File: src/rtl/alu_op_sequencer.sv
// -----------------------------------------------------------------------------
// alu_op_sequencer
//   Initiator for the 8-bit ALU opcode/operand interface. A small register-file
//   program of {opcode, a, b} steps is loaded by the host. On start the steps
//   are issued one per clock onto opcode/a/b. The ALU registered result that
//   returns on z_in is captured for every step whose opcode[7] is set. done
//   pulses once the run completes normally.
//
//   Optional feature: define ALU_SEQ_LOOP_EN to add loop_cnt. The program then
//   repeats loop_cnt+1 passes. The pointer wraps from the last step back to 0
//   with no gap cycle.
//
// Ports
//   clk, rst_n       clock (posedge) and asynchronous active-low reset
//   prog_we/addr/data program write port {opcode[23:16], a[15:8], b[7:0]},
//                     accepted in IDLE only
//   last_addr        index of the final step, sampled with start
//   loop_cnt         extra passes, sampled with start (ALU_SEQ_LOOP_EN only)
//   start, abort     begin a run (IDLE only) / terminate a run
//   opcode, a, b     drive the ALU inputs; 8'h00 (NOP) outside RUN
//   z_in             ALU registered result, one cycle after the step
//   result           last captured z_in
//   result_valid     1-cycle pulse when result is updated
//   busy             state != IDLE
//   done             1-cycle pulse on the first IDLE cycle after DRAIN
// -----------------------------------------------------------------------------
`timescale 1ns/1ps

module alu_op_sequencer #(
  parameter int DEPTH = 16,
  parameter int AW    = 4
) (
  input  logic          clk,
  input  logic          rst_n,
  input  logic          prog_we,
  input  logic [AW-1:0] prog_addr,
  input  logic [23:0]   prog_data,
  input  logic [AW-1:0] last_addr,
`ifdef ALU_SEQ_LOOP_EN
  input  logic [7:0]    loop_cnt,
`endif
  input  logic          start,
  input  logic          abort,
  output logic [7:0]    opcode,
  output logic [7:0]    a,
  output logic [7:0]    b,
  input  logic [7:0]    z_in,
  output logic [7:0]    result,
  output logic          result_valid,
  output logic          busy,
  output logic          done
);

  typedef enum logic [1:0] {
    IDLE  = 2'd0,
    RUN   = 2'd1,
    DRAIN = 2'd2
  } state_t;

  state_t        state_q, state_d;
  logic [AW-1:0] ptr_q;
  logic [AW-1:0] last_addr_q;
  logic          cap_d1;
  logic [23:0]   prog_q [DEPTH];
  logic [23:0]   step_w;
  logic          in_run;
  logic          launch;
  logic          at_last;
  logic          final_step;
  logic          kill;

`ifdef ALU_SEQ_LOOP_EN
  logic [7:0]    loop_q;
  assign final_step = at_last && (loop_q == 8'd0);
`else
  assign final_step = at_last;
`endif

  assign in_run  = (state_q == RUN);
  assign busy    = (state_q != IDLE);
  assign launch  = (state_q == IDLE) && start && !abort;
  assign at_last = (ptr_q == last_addr_q);
  // An abort only means something while a run is in progress.
  assign kill    = busy && abort;
  assign step_w  = prog_q[ptr_q];

  // The ALU sees NOP (all zero) whenever no step is being issued.
  assign opcode = in_run ? step_w[23:16] : 8'h00;
  assign a      = in_run ? step_w[15:8]  : 8'h00;
  assign b      = in_run ? step_w[7:0]   : 8'h00;

  // Next-state logic.
  // NOTE: state_d gets its default before the case so every path assigns it
  // and no latch is inferred.
  always_comb begin
    state_d = state_q;
    unique case (state_q)
      IDLE:    if (launch) state_d = RUN;
      RUN:     if (abort) state_d = IDLE;
               else if (final_step) state_d = DRAIN;
      DRAIN:   state_d = IDLE;
      default: state_d = IDLE;
    endcase
  end

  // Control registers.
  // NOTE: all sequential state uses non-blocking assignments so every flop
  // samples the pre-edge values regardless of statement order.
  always_ff @(posedge clk or negedge rst_n) begin
    if (!rst_n) begin
      state_q      <= IDLE;
      ptr_q        <= '0;
      last_addr_q  <= '0;
      cap_d1       <= 1'b0;
      result       <= 8'h00;
      result_valid <= 1'b0;
      done         <= 1'b0;
`ifdef ALU_SEQ_LOOP_EN
      loop_q       <= 8'd0;
`endif
    end else begin
      state_q <= state_d;

      if (launch) begin
        ptr_q       <= '0;
        last_addr_q <= last_addr;
`ifdef ALU_SEQ_LOOP_EN
        loop_q      <= loop_cnt;
`endif
      end else if (in_run && !abort) begin
        if (!at_last) begin
          ptr_q <= ptr_q + AW'(1);
        end
`ifdef ALU_SEQ_LOOP_EN
        else if (loop_q != 8'd0) begin
          ptr_q  <= '0;
          loop_q <= loop_q - 8'd1;
        end
`endif
      end

      // z_in is valid one cycle after the step, so capture is delayed one cycle.
      cap_d1       <= in_run && step_w[23] && !abort;
      // A capture already in flight is discarded on abort.
      result_valid <= cap_d1 && !kill;
      if (cap_d1 && !kill) begin
        result <= z_in;
      end

      done <= (state_q == DRAIN) && !abort;
    end
  end

  // Program store; writes are dropped while a run is in progress.
  // NOTE: the program is a small register file that is cleared on reset, so it
  // is kept in its own reset loop rather than coded as an un-reset RAM.
  always_ff @(posedge clk or negedge rst_n) begin
    if (!rst_n) begin
      for (int i = 0; i < DEPTH; i++) begin
        prog_q[i] <= 24'h000000;
      end
    end else if (prog_we && (state_q == IDLE)) begin
      prog_q[prog_addr] <= prog_data;
    end
  end

endmodule

File: config.mk
export PLATFORM = sky130hd
export DESIGN_NAME = alu_op_sequencer
export DESIGN_NICKNAME = d
export VERILOG_FILES = /design/src/rtl/alu_op_sequencer.sv
export SDC_FILE = /design/constraint.sdc
export NUM_CORES = 1
export LEC_CHECK = 0
export BUFFER_PORTS_ARGS = -buffer_cell sky130_fd_sc_hd__buf_2
export CAP_MARGIN = 20
export CORE_AREA = 5 5 222 224
export DETAILED_ROUTE_END_ITERATION = 8
export DIE_AREA = 0 0 227 229
export GPL_TIMING_DRIVEN = 0
export PLACE_DENSITY_LB_ADDON = 0.1
export SKIP_LAST_GASP = 1
export SYNTH_ARGS = -nofsm -noshare
export SYNTH_HDL_FRONTEND = slang
export SYNTH_SLANG_ARGS = --single-unit
File: constraint.sdc
create_clock -name clk -period 2.7 [get_ports clk]
set_input_delay 0.27 -clock clk [delete_from_list [all_inputs] [get_ports clk]]
set_output_delay 0.27 -clock clk [all_outputs]
set_load 0.03 [all_outputs]
After elaboration in Yosys (flattened, before gate mapping):

Cells that the tools add are included.

* register bits after elaboration: 405
* output and inout port bits: 35
* logic and storage cells: 68

* add/subtract/negate cells: 1
* $lt $le $gt $ge: 3
* eq/ne operators: 6
* muxes and demuxes: 16
* bitwise operators: 2
* reductions and logical operators: 17

Operators by type and width (count)
* 384-bit bitwise mux: 1
* 24-bit binary-select mux with 4-bit select: 1
* 24-bit demux with 4-bit select: 1
* 24-bit two-way mux: 3
* 8-bit two-way mux: 3
* 4-bit two-way mux: 3
* 5-bit greater-or-equal comparator, second input constant: 2
* 1-bit logical AND: 10
* 4-bit NOT with 5-bit output: 2
* 2-bit two-way mux: 3
* 5-bit by 1-bit < comparator with 1-bit output, second input constant: 1
* 4-bit by 1-bit adder with 4-bit output, second input constant: 1
* 4-bit == test: 1
* 2-bit != test, second input constant: 2
* 2-bit case mux with 2 select lines: 1
* 2-bit AND reduction: 2
* 2-bit nonzero test: 2
* 3-bit by 2-bit != test with 1-bit output, second input constant: 1
* 2-bit by 1-bit == test with 1-bit output, second input constant: 1
* 2-bit == test, second input constant: 1
* 1-bit logical NOT: 2
* 2-bit logical NOT: 1

Depth between registers and ports, before layout:

Gate-level depths: netlist of run 1.

* depth in word-level cells: 6
* mapped depth: 8

Least setup slack after synthesis of run 1:

OpenSTA, ideal clock, no wires.

* path kind: register to output
* from: reg ptr_q[0]
* to: out a[1]
* arrival: 2.027 ns
* path slack: 0.403 ns
* stages on the path, launching flop included: 9
* path buffers: 4
* cell sequence: dfrtp_1 buf_4 buf_4 buf_4 buf_4 mux2i_1 a22oi_1 nand2_1 o21ai_0

* word-level cells in the longest chain between the ends: 5

RTL lines
* from (decl): line 61 `logic [AW-1:0] ptr_q;`
* from (signal assigned): line 132 `ptr_q <= ptr_q + AW'(1);`
* 4-bit NOT with 5-bit output (implied by the code): line 85 `assign step_w = prog_q[ptr_q];`
* 24-bit binary-select mux with 4-bit select: line 85
* 24-bit two-way mux (implied by the code) (2 in a row): line 85
* 8-bit two-way mux: line 89 `assign a = in_run ? step_w[15:8] : 8'h00;`
* to (decl): line 45 `output logic [7:0] a,`

No other way between the ends. The select of a mux whose other input is x is not followed.

Worst setup path after layout of run 1:

* from: reg ptr_q[0]
* to: out a[5]

Same word-level chain as after synthesis.

==> results of run 1 <==
==> cell families after synthesis <==
group / count (synthesis) / share of synthesized area
mux: 560 / 0.348
flops: 405 / 0.545
buf+inv: 112 / 0.0321
simple gates: 112 / 0.0339
compound gates: 101 / 0.0385
xor+xnor: 4 / 0.00188
fa+ha+maj: 1 / 0.000672
==> stage by stage <==
| step | util | area [um^2] | worst slack, ns | TNS (ns) | hold WS [ns] |
|---|---|---|---|---|---|
| final | 0.496 | 23400 | -0.0208 | -0.0248 | 0.0325 |
| after global routing | 0.496 | 23400 | -0.0811 | -0.946 | 0.0294 |
| after CTS | 0.489 | 23100 | -0.0411 | -0.340 | 0.00586 |
| after detailed placement | 0.421 | 19900 | -0.691 | -9.41 | 0.337 |
| after global placement | 0.419 | 19800 | -7.04 | -2832.01 | 0.466 |
| after floorplan | - | 18600 | 0.403 | 0 | -0.0256 |
==> cells in the final DEF (no fill, tap or decap), types with 4 or more instances in the layout <==
cell	Yosys	routed
a22oi_1	51	21
nand2b_4	0	5
o31ai_4	0	14
mux2_2	425	425
nand3_2	0	15
mux2i_4	0	4
o22ai_2	0	8
clkbuf_1	46	33
clkbuf_16	0	53
buf_12	0	14
buf_6	6	31
mux2i_1	104	89
xnor2_1	4	4
bufinv_16	0	6
dfrtp_1	405	405
clkinv_2	0	7
mux2i_2	0	11
buf_8	0	4
mux4_2	27	27
o21ai_2	0	4
nand3_4	0	6
o22ai_1	19	10
clkbuf_4	0	6
buf_16	0	11
clkbuf_8	0	23
o31ai_2	0	4
dlygate4sd3_1	0	19
mux2_1	4	4
nand2_1	26	26
a22oi_2	0	30
nor2_1	7	6
buf_4	26	34
nor2b_1	24	20
buf_2	27	68
==> layout make-up <==
class	count	area share
diodes	1	0.000107
plain buffers	103	0.0402
clock buffers	73	0.0640
clock inverters	13	0.00921
inverters	4	0.000642
multi-input cells	778	0.369
flip-flops and latches	405	0.434
well taps	615	0.0329
repair buffers	123	0.0500
==> worst register-to-register path: stages (launching register included) <==
cell and delay (ns):
dfrtp_1 0.43, nor2_4 0.17, nand4_1 0.28, nor3_2 0.87
buf_6 0.29, mux2_2 0.37
==> how the worst max path moves through the flow <==
stage,from,end,slack [ns],cells past startpoint
finish,ptr_q[0]$_DFFE_PN0P_,a[5],-0.02,9
floorplan,ptr_q[0]$_DFFE_PN0P_,a[1],0.40,8
global placement,rst_n,prog_q[284]$_DFFE_PN0P_,-7.04,1
global route,ptr_q[0]$_DFFE_PN0P_,b[0],-0.08,9
CTS,ptr_q[0]$_DFFE_PN0P_,b[0],-0.04,9
detailed placement,ptr_q[1]$_DFFE_PN0P_,b[3],-0.69,8
==> flip-flops by register name (all words and copies together), names as in the netlist <==
name and flops:
cap_d1 1, done 1, last_addr_q 4, prog_q 384, ptr_q 4, result 8
result_valid 1, state_q 2
==> layer usage <==
metal	up-vias	global-route usage
met1	6083	0.307
met5	-	0
met4	0	0.0520
met3	74	0.0297
li1	5088	-
met2	173	0.320
==> timing repair <==
item,in CTS,in global routing
pin swaps,39,41
gates cloned,6,2
setup buffers,14,2
hold endpoints to repair,122,0
setup endpoints to repair,24,24
hold buffers,19,0
gates resized for setup,253,46
==> power by group <==
part,total [uW],internal (uW),switching (uW)
registers,9320,8240,1080
clock network,6940,4360,2580
logic,10000,5270,4730
total,26300,17900,8390
==> results_dict.tcl, run 1 <==
set metrics [dict create \
    outcome "finished, violations left" \
    violations "negative setup slack" \
    antenna_left 0 \
    critical_path.max_fanout 7 \
    cts_tree "done" \
    final-setup-viol-count 2 \
    drt-met1-wl_um 25500 \
    hold_path.class "in2reg" \
    period_needed_ns 2.72 \
    synthCells 1295 \
    ys_ff_latch 405 \
    ys_dominant_reg_cell "dfrtp_1" \
    max_stage_delay_ns 0.39 \
    top_layer "met4" \
    drt-initial-drc-count 596 \
    grt_pass1_vias 12279 \
    hold_path_depth 2 \
    post_drt_wl_per_cell_um 25.2 \
    synthArstFlopShare 1.00 \
    drv_cap 0 \
    synthDistinctLibCells 41 \
    hold_viol 0 \
    wl_um 53300 \
    dr_wl_met2_um 24900 \
    cp_top_family "buffers and inverters" \
    clock_skew_ns 0.0110 \
    synthTopCellsByArea "dfrtp_1, mux2_2, mux2i_1" \
    synth_area_um2 18600 \
    layout_setup_ws_ns -0.0208 \
    via_per_inst 5.40 \
    syn_avg_cell_area_um2 14.4 \
    ir_worst_vdd_uv 614 \
    worstSetupPathType "reg2out" \
    regArea_um2 10100 \
    synth_top_area_frac 0.545 \
    place.detailed.hpwl_um 34900 \
    timing.rr.start "state_q[1]$_DFFE_PN0P_" \
    path_clk_slew_ns 0.06 \
    fin_nets 1507 \
    cp-end-kind "primary output" \
    cts_sinks 405 \
    rsz0062_at_grt "true" \
    ios 80 \
    grt_remaining_overflow 0 \
    die_area_um2 52000 \
    h-tree-depth 2 \
    p_leak_uw 0.0101 \
    gp_congestion 0.751 \
    filler_cell_count 4055 \
    power.total_uw 26300 \
    cts_buffers 46 \
    grt_max_degree 117 \
    multi_input_area_um2 8630 \
    drtPass1Iterations 4 \
    cts_buffer_depth 3 \
    area_growth_pct 25.6 \
    post-route-period-util 1.01 \
    synth_top_area_cell "dfrtp_1" \
    root_buffer "clkbuf_16" \
    required_ns 2.43 \
    met3_wirelength_um 1770 \
    clock_latency_ns 0.58 \
    cp_slowest_cell "dfrtp_1" \
    power_density_nw_per_um2 1120 \
    num_vias 11418 \
    yosys_warnings 0 \
    grt.total_usage 0.206 \
    r2r_slack_ns 0.17 \
    slew_viol_final 0 \
    grt_antenna_before_repair 1 \
    crit_chain "buf_6 -> buf_12 -> buf_16 -> buf_12 -> mux2i_1 -> a22oi_1 -> nand3_2 -> o31ai_4 -> buf_6" \
    ys_top_cells_by_count "mux2_2, dfrtp_1, mux2i_1" \
    initial_core_util 0.395 \
    drcViolationCount 0 \
    tightest_slew_ns 1.05 \
    layout-drive-gt1-share 0.557 \
    cp-start-kind "register" \
    synth_nets 1341 \
    cp.arrival_ns 2.45 \
    die_w_um 227 \
    critical_path_buf_inv_count 5 \
    synth_edf_count 0 \
    min_to "prog_q[58]$_DFFE_PN0P_" \
    fmax_mhz 368 \
    rows 80 \
    numPlacedInstances 1990 \
    core_um2 47100 \
    grt_pass1_wl_um 80900 \
    die_h_um 229 \
    hold_start "prog_data[10]" \
    relSlewSlack 0.295 \
    port_buffers 77 \
    yosysSeqAreaShare 0.545 \
    stdcell_count 2115 \
    synth_most_common_cell "mux2_2" \
    r2r_cells 5 \
    reg2reg_to "prog_q[309]$_DFFE_PN0P_" \
]
(Power assumes the default switching activity.)
==> run 2, diff against run 1 <==
- ABC_AREA: not set -> 1
- CORE_AREA: 5 5 222 224 -> 5 5 227 229
- DIE_AREA: 0 0 227 229 -> 0 0 232 234
- SETUP_SLACK_MARGIN: not set -> 0.3
==> run 2 against run 1 <==
Non-clock buffer count increased by 75. The run now ends clean. Combinational power barely moved. Core utilization is 0.37 points lower. Sequential power shrank 4.9%. Highest routed layer unchanged. Flip-flop and latch count did not move. Design area is 4.1% higher. Global-route usage is 7.3 points higher. Synthesized cell count is 95% higher. Clock skew rose by 0.0059 ns.
==> results_dict.tcl, run 2 <==
set metrics [dict create \
    port_buffers 79 \
    drv_cap 0 \
    layout_common_cells "nand2_1, dfrtp_1, o21ai_0, inv_1, nand3_1" \
    p_clk_frac 0.254 \
    ys_dominant_reg_cell "dfrtp_1" \
    cts_buffers 47 \
    synth_edf_count 0 \
    filler_cell_count 4933 \
    min_to "prog_q[61]$_DFFE_PN0P_" \
    syn_avg_cell_area_um2 7.71 \
    ys_top_cells_by_count "nand2_1, dfrtp_1, o21ai_0" \
    hold_path_depth 3 \
    rsz0062_at_grt "true" \
    synth_top_area_frac 0.520 \
    required_ns 2.43 \
    grt_max_degree 115 \
    final_cell_area_um2 24300 \
    top_register "prog_q" \
    cp-end-kind "primary output" \
    ios 80 \
    internal_power_uw 15400 \
    die_h_um 234 \
    power_density_nw_per_um2 1040 \
    clock_latency_ns 0.58 \
    hold_viol 0 \
    critical_path.max_fanout 10 \
    path_clk_slew_ns 0.06 \
    antenna_left 0 \
    drtPass1Iterations 5 \
    max_stage_delay_ns 0.41 \
    timing.rr.start "ptr_q[0]$_DFFE_PN0P_" \
    cp_top_family "buffers and inverters" \
    hold_path.class "in2reg" \
    worstSetupPathType "reg2out" \
    cts_tree "done" \
    die_area_um2 54300 \
    outcome "finished, final reports clean" \
    grt_pass1_wl_um 112000 \
    largest_register_ffs 384 \
    grt_antenna_before_repair 0 \
    relSlewSlack 0.527 \
    initial_core_util 0.394 \
    cp.arrival_ns 2.37 \
    hold_start "prog_data[13]" \
    numPlacedInstances 3281 \
    crit_chain "buf_4 -> clkinvlp_4 -> buf_2 -> nand3_2 -> a21oi_4 -> buf_6" \
    post_drt_wl_per_cell_um 22.4 \
    synth_most_common_cell "nand2_1" \
    crit_cells 6 \
    core_um2 49500 \
    synthTopCellsByArea "dfrtp_1, nand2_1, o21ai_0" \
    antenna_cells 0 \
    area_growth_pct 24.9 \
    switching_share 0.392 \
    drt-initial-drc-count 1818 \
    grt_pass1_vias 17443 \
    gp_congestion 0.951 \
    critical_path_buf_inv_count 4 \
    fin_nets 2735 \
    yosysSeqAreaShare 0.520 \
    placed_area_um2 20800 \
    synthDistinctLibCells 28 \
    cts_sinks 405 \
    slew_viol_final 0 \
    post-route-period-util 0.978 \
    final-setup-viol-count 0 \
    wl_um 76100 \
    synthCells 2527 \
    root_buffer "clkbuf_16" \
    reg.largest.list "prog_q x384, result x8" \
    combPwrFrac 0.397 \
    place.detailed.hpwl_um 52700 \
    grt.total_usage 0.280 \
    synthArstFlopShare 1.00 \
    layout-drive-gt1-share 0.178 \
    rows 82 \
    synth_top_area_cell "dfrtp_1" \
    mostFrequentLayoutCell "nand2_1" \
    r2r_cells 12 \
    setup-tns-final_ns 0 \
    cp-start-kind "register" \
    cts_buffer_depth 3 \
    synth_nets 2573 \
    period_needed_ns 2.64 \
    num_vias 18065 \
    cp_slowest_cell "buf_2" \
    h-tree-depth 2 \
    multi_input_area_um2 8210 \
    seqPwrFrac 0.349 \
    switching_power_uw 9950 \
    p_leak_uw 0.0120 \
    ys_ff_latch 405 \
    yosys_warnings 0 \
    via_per_inst 5.32 \
    grt_remaining_overflow 0 \
    fmax_mhz 379 \
    drcViolationCount 0 \
    regArea_um2 10100 \
    reg2reg_to "cap_d1$_DFF_PN0_" \
    tightest_slew_ns 0.710 \
    ir_worst_vdd_uv 499 \
    die_w_um 232 \
    stdcell_count 3396 \
    clock_skew_ns 0.0169 \
    r2r_slack_ns 0.87 \
    synth_area_um2 19500 \
]
-- run 2: logic make-up after synthesis --
logic type               Yosys count  share of synthesized area
AND/OR/NAND/NOR                 1283                      0.267
buffers and inverters            418                     0.0990
AO/OA/AOI/OAI                    410                      0.109
flip-flops                       405                      0.520
XOR/XNOR                           6                    0.00270
multiplexers                       4                    0.00231
adder cells (fa/ha/maj)            1                   0.000642
-- run 2: worst reg2reg max path: cells and delay by family, from the launching register on --
family,cells,cell delay [ns]
buffers and inverters,7,0.94
AO/OA/AOI/OAI,1,0.14
AND/OR/NAND/NOR,4,0.32
flip-flops,1,0.36
-- run 2: how the worst max path moves through the flow --
stage	startpoint	to	slack, ns
final	ptr_q[3]$_DFFE_PN0P_	b[1]	0.06
after global routing	ptr_q[0]$_DFFE_PN0P_	b[2]	0.02
after CTS	ptr_q[0]$_DFFE_PN0P_	opcode[5]	0.07
after detailed placement	ptr_q[1]$_DFFE_PN0P_	b[2]	-0.17
after global placement	rst_n	prog_q[261]$_DFFE_PN0P_	-6.98
after floorplan	ptr_q[1]$_DFFE_PN0P_	b[4]	0.76
-- run 2: per-stage QoR --
step | hold WS [ns] | setup WS [ns] | util | total power, uW
floorplan | -0.0256 | 0.763 | - | 13700
global placement | 0.457 | -6.98 | 0.419 | 16600
detailed placement | 0.308 | -0.173 | 0.421 | 16800
CTS | 0.0202 | 0.0681 | 0.484 | 24900
global route | 0.0597 | 0.0235 | 0.492 | 26700
finish | 0.0405 | 0.0590 | 0.492 | 25400
-- run 2: repair_timing --
item / CTS / global route
cloned: 4 / 0
pin swaps: 47 / 47
resized for setup: 347 / 98
endpoints found under the hold margin: 88 / 0
setup endpoints to repair: 24 / 24
hold buffers: 14 / 0
buffers inserted: 10 / 3
-- run 2: final cells by class --
class | instances | area share
sequential | 405 | 0.416
multi-input combinational | 1704 | 0.337
buffer | 188 | 0.0688
clock buffer | 73 | 0.0589
timing repair buffer | 113 | 0.0432
inverter | 230 | 0.0361
tap | 672 | 0.0345
clock inverter | 11 | 0.00473
-- run 2: per-layer routing --
metal | track usage | up-vias | share of wire
met2 | 0.428 | 708 | 0.44
li1 | - | 8291 | -
met5 | 0 | - | 0
met4 | 0.135 | 0 | 0.052
met3 | 0.0504 | 173 | 0.081
met1 | 0.387 | 8893 | 0.43
-- run 2: power by group through the flow --
stage	clock network (uW)	logic, uW	registers, uW
after floorplan	0	4940	8780
after global placement	0	7740	8850
after detailed placement	0	7860	8900
after CTS	6540	9540	8820
after global routing	6760	10900	9050
final	6450	10100	8860
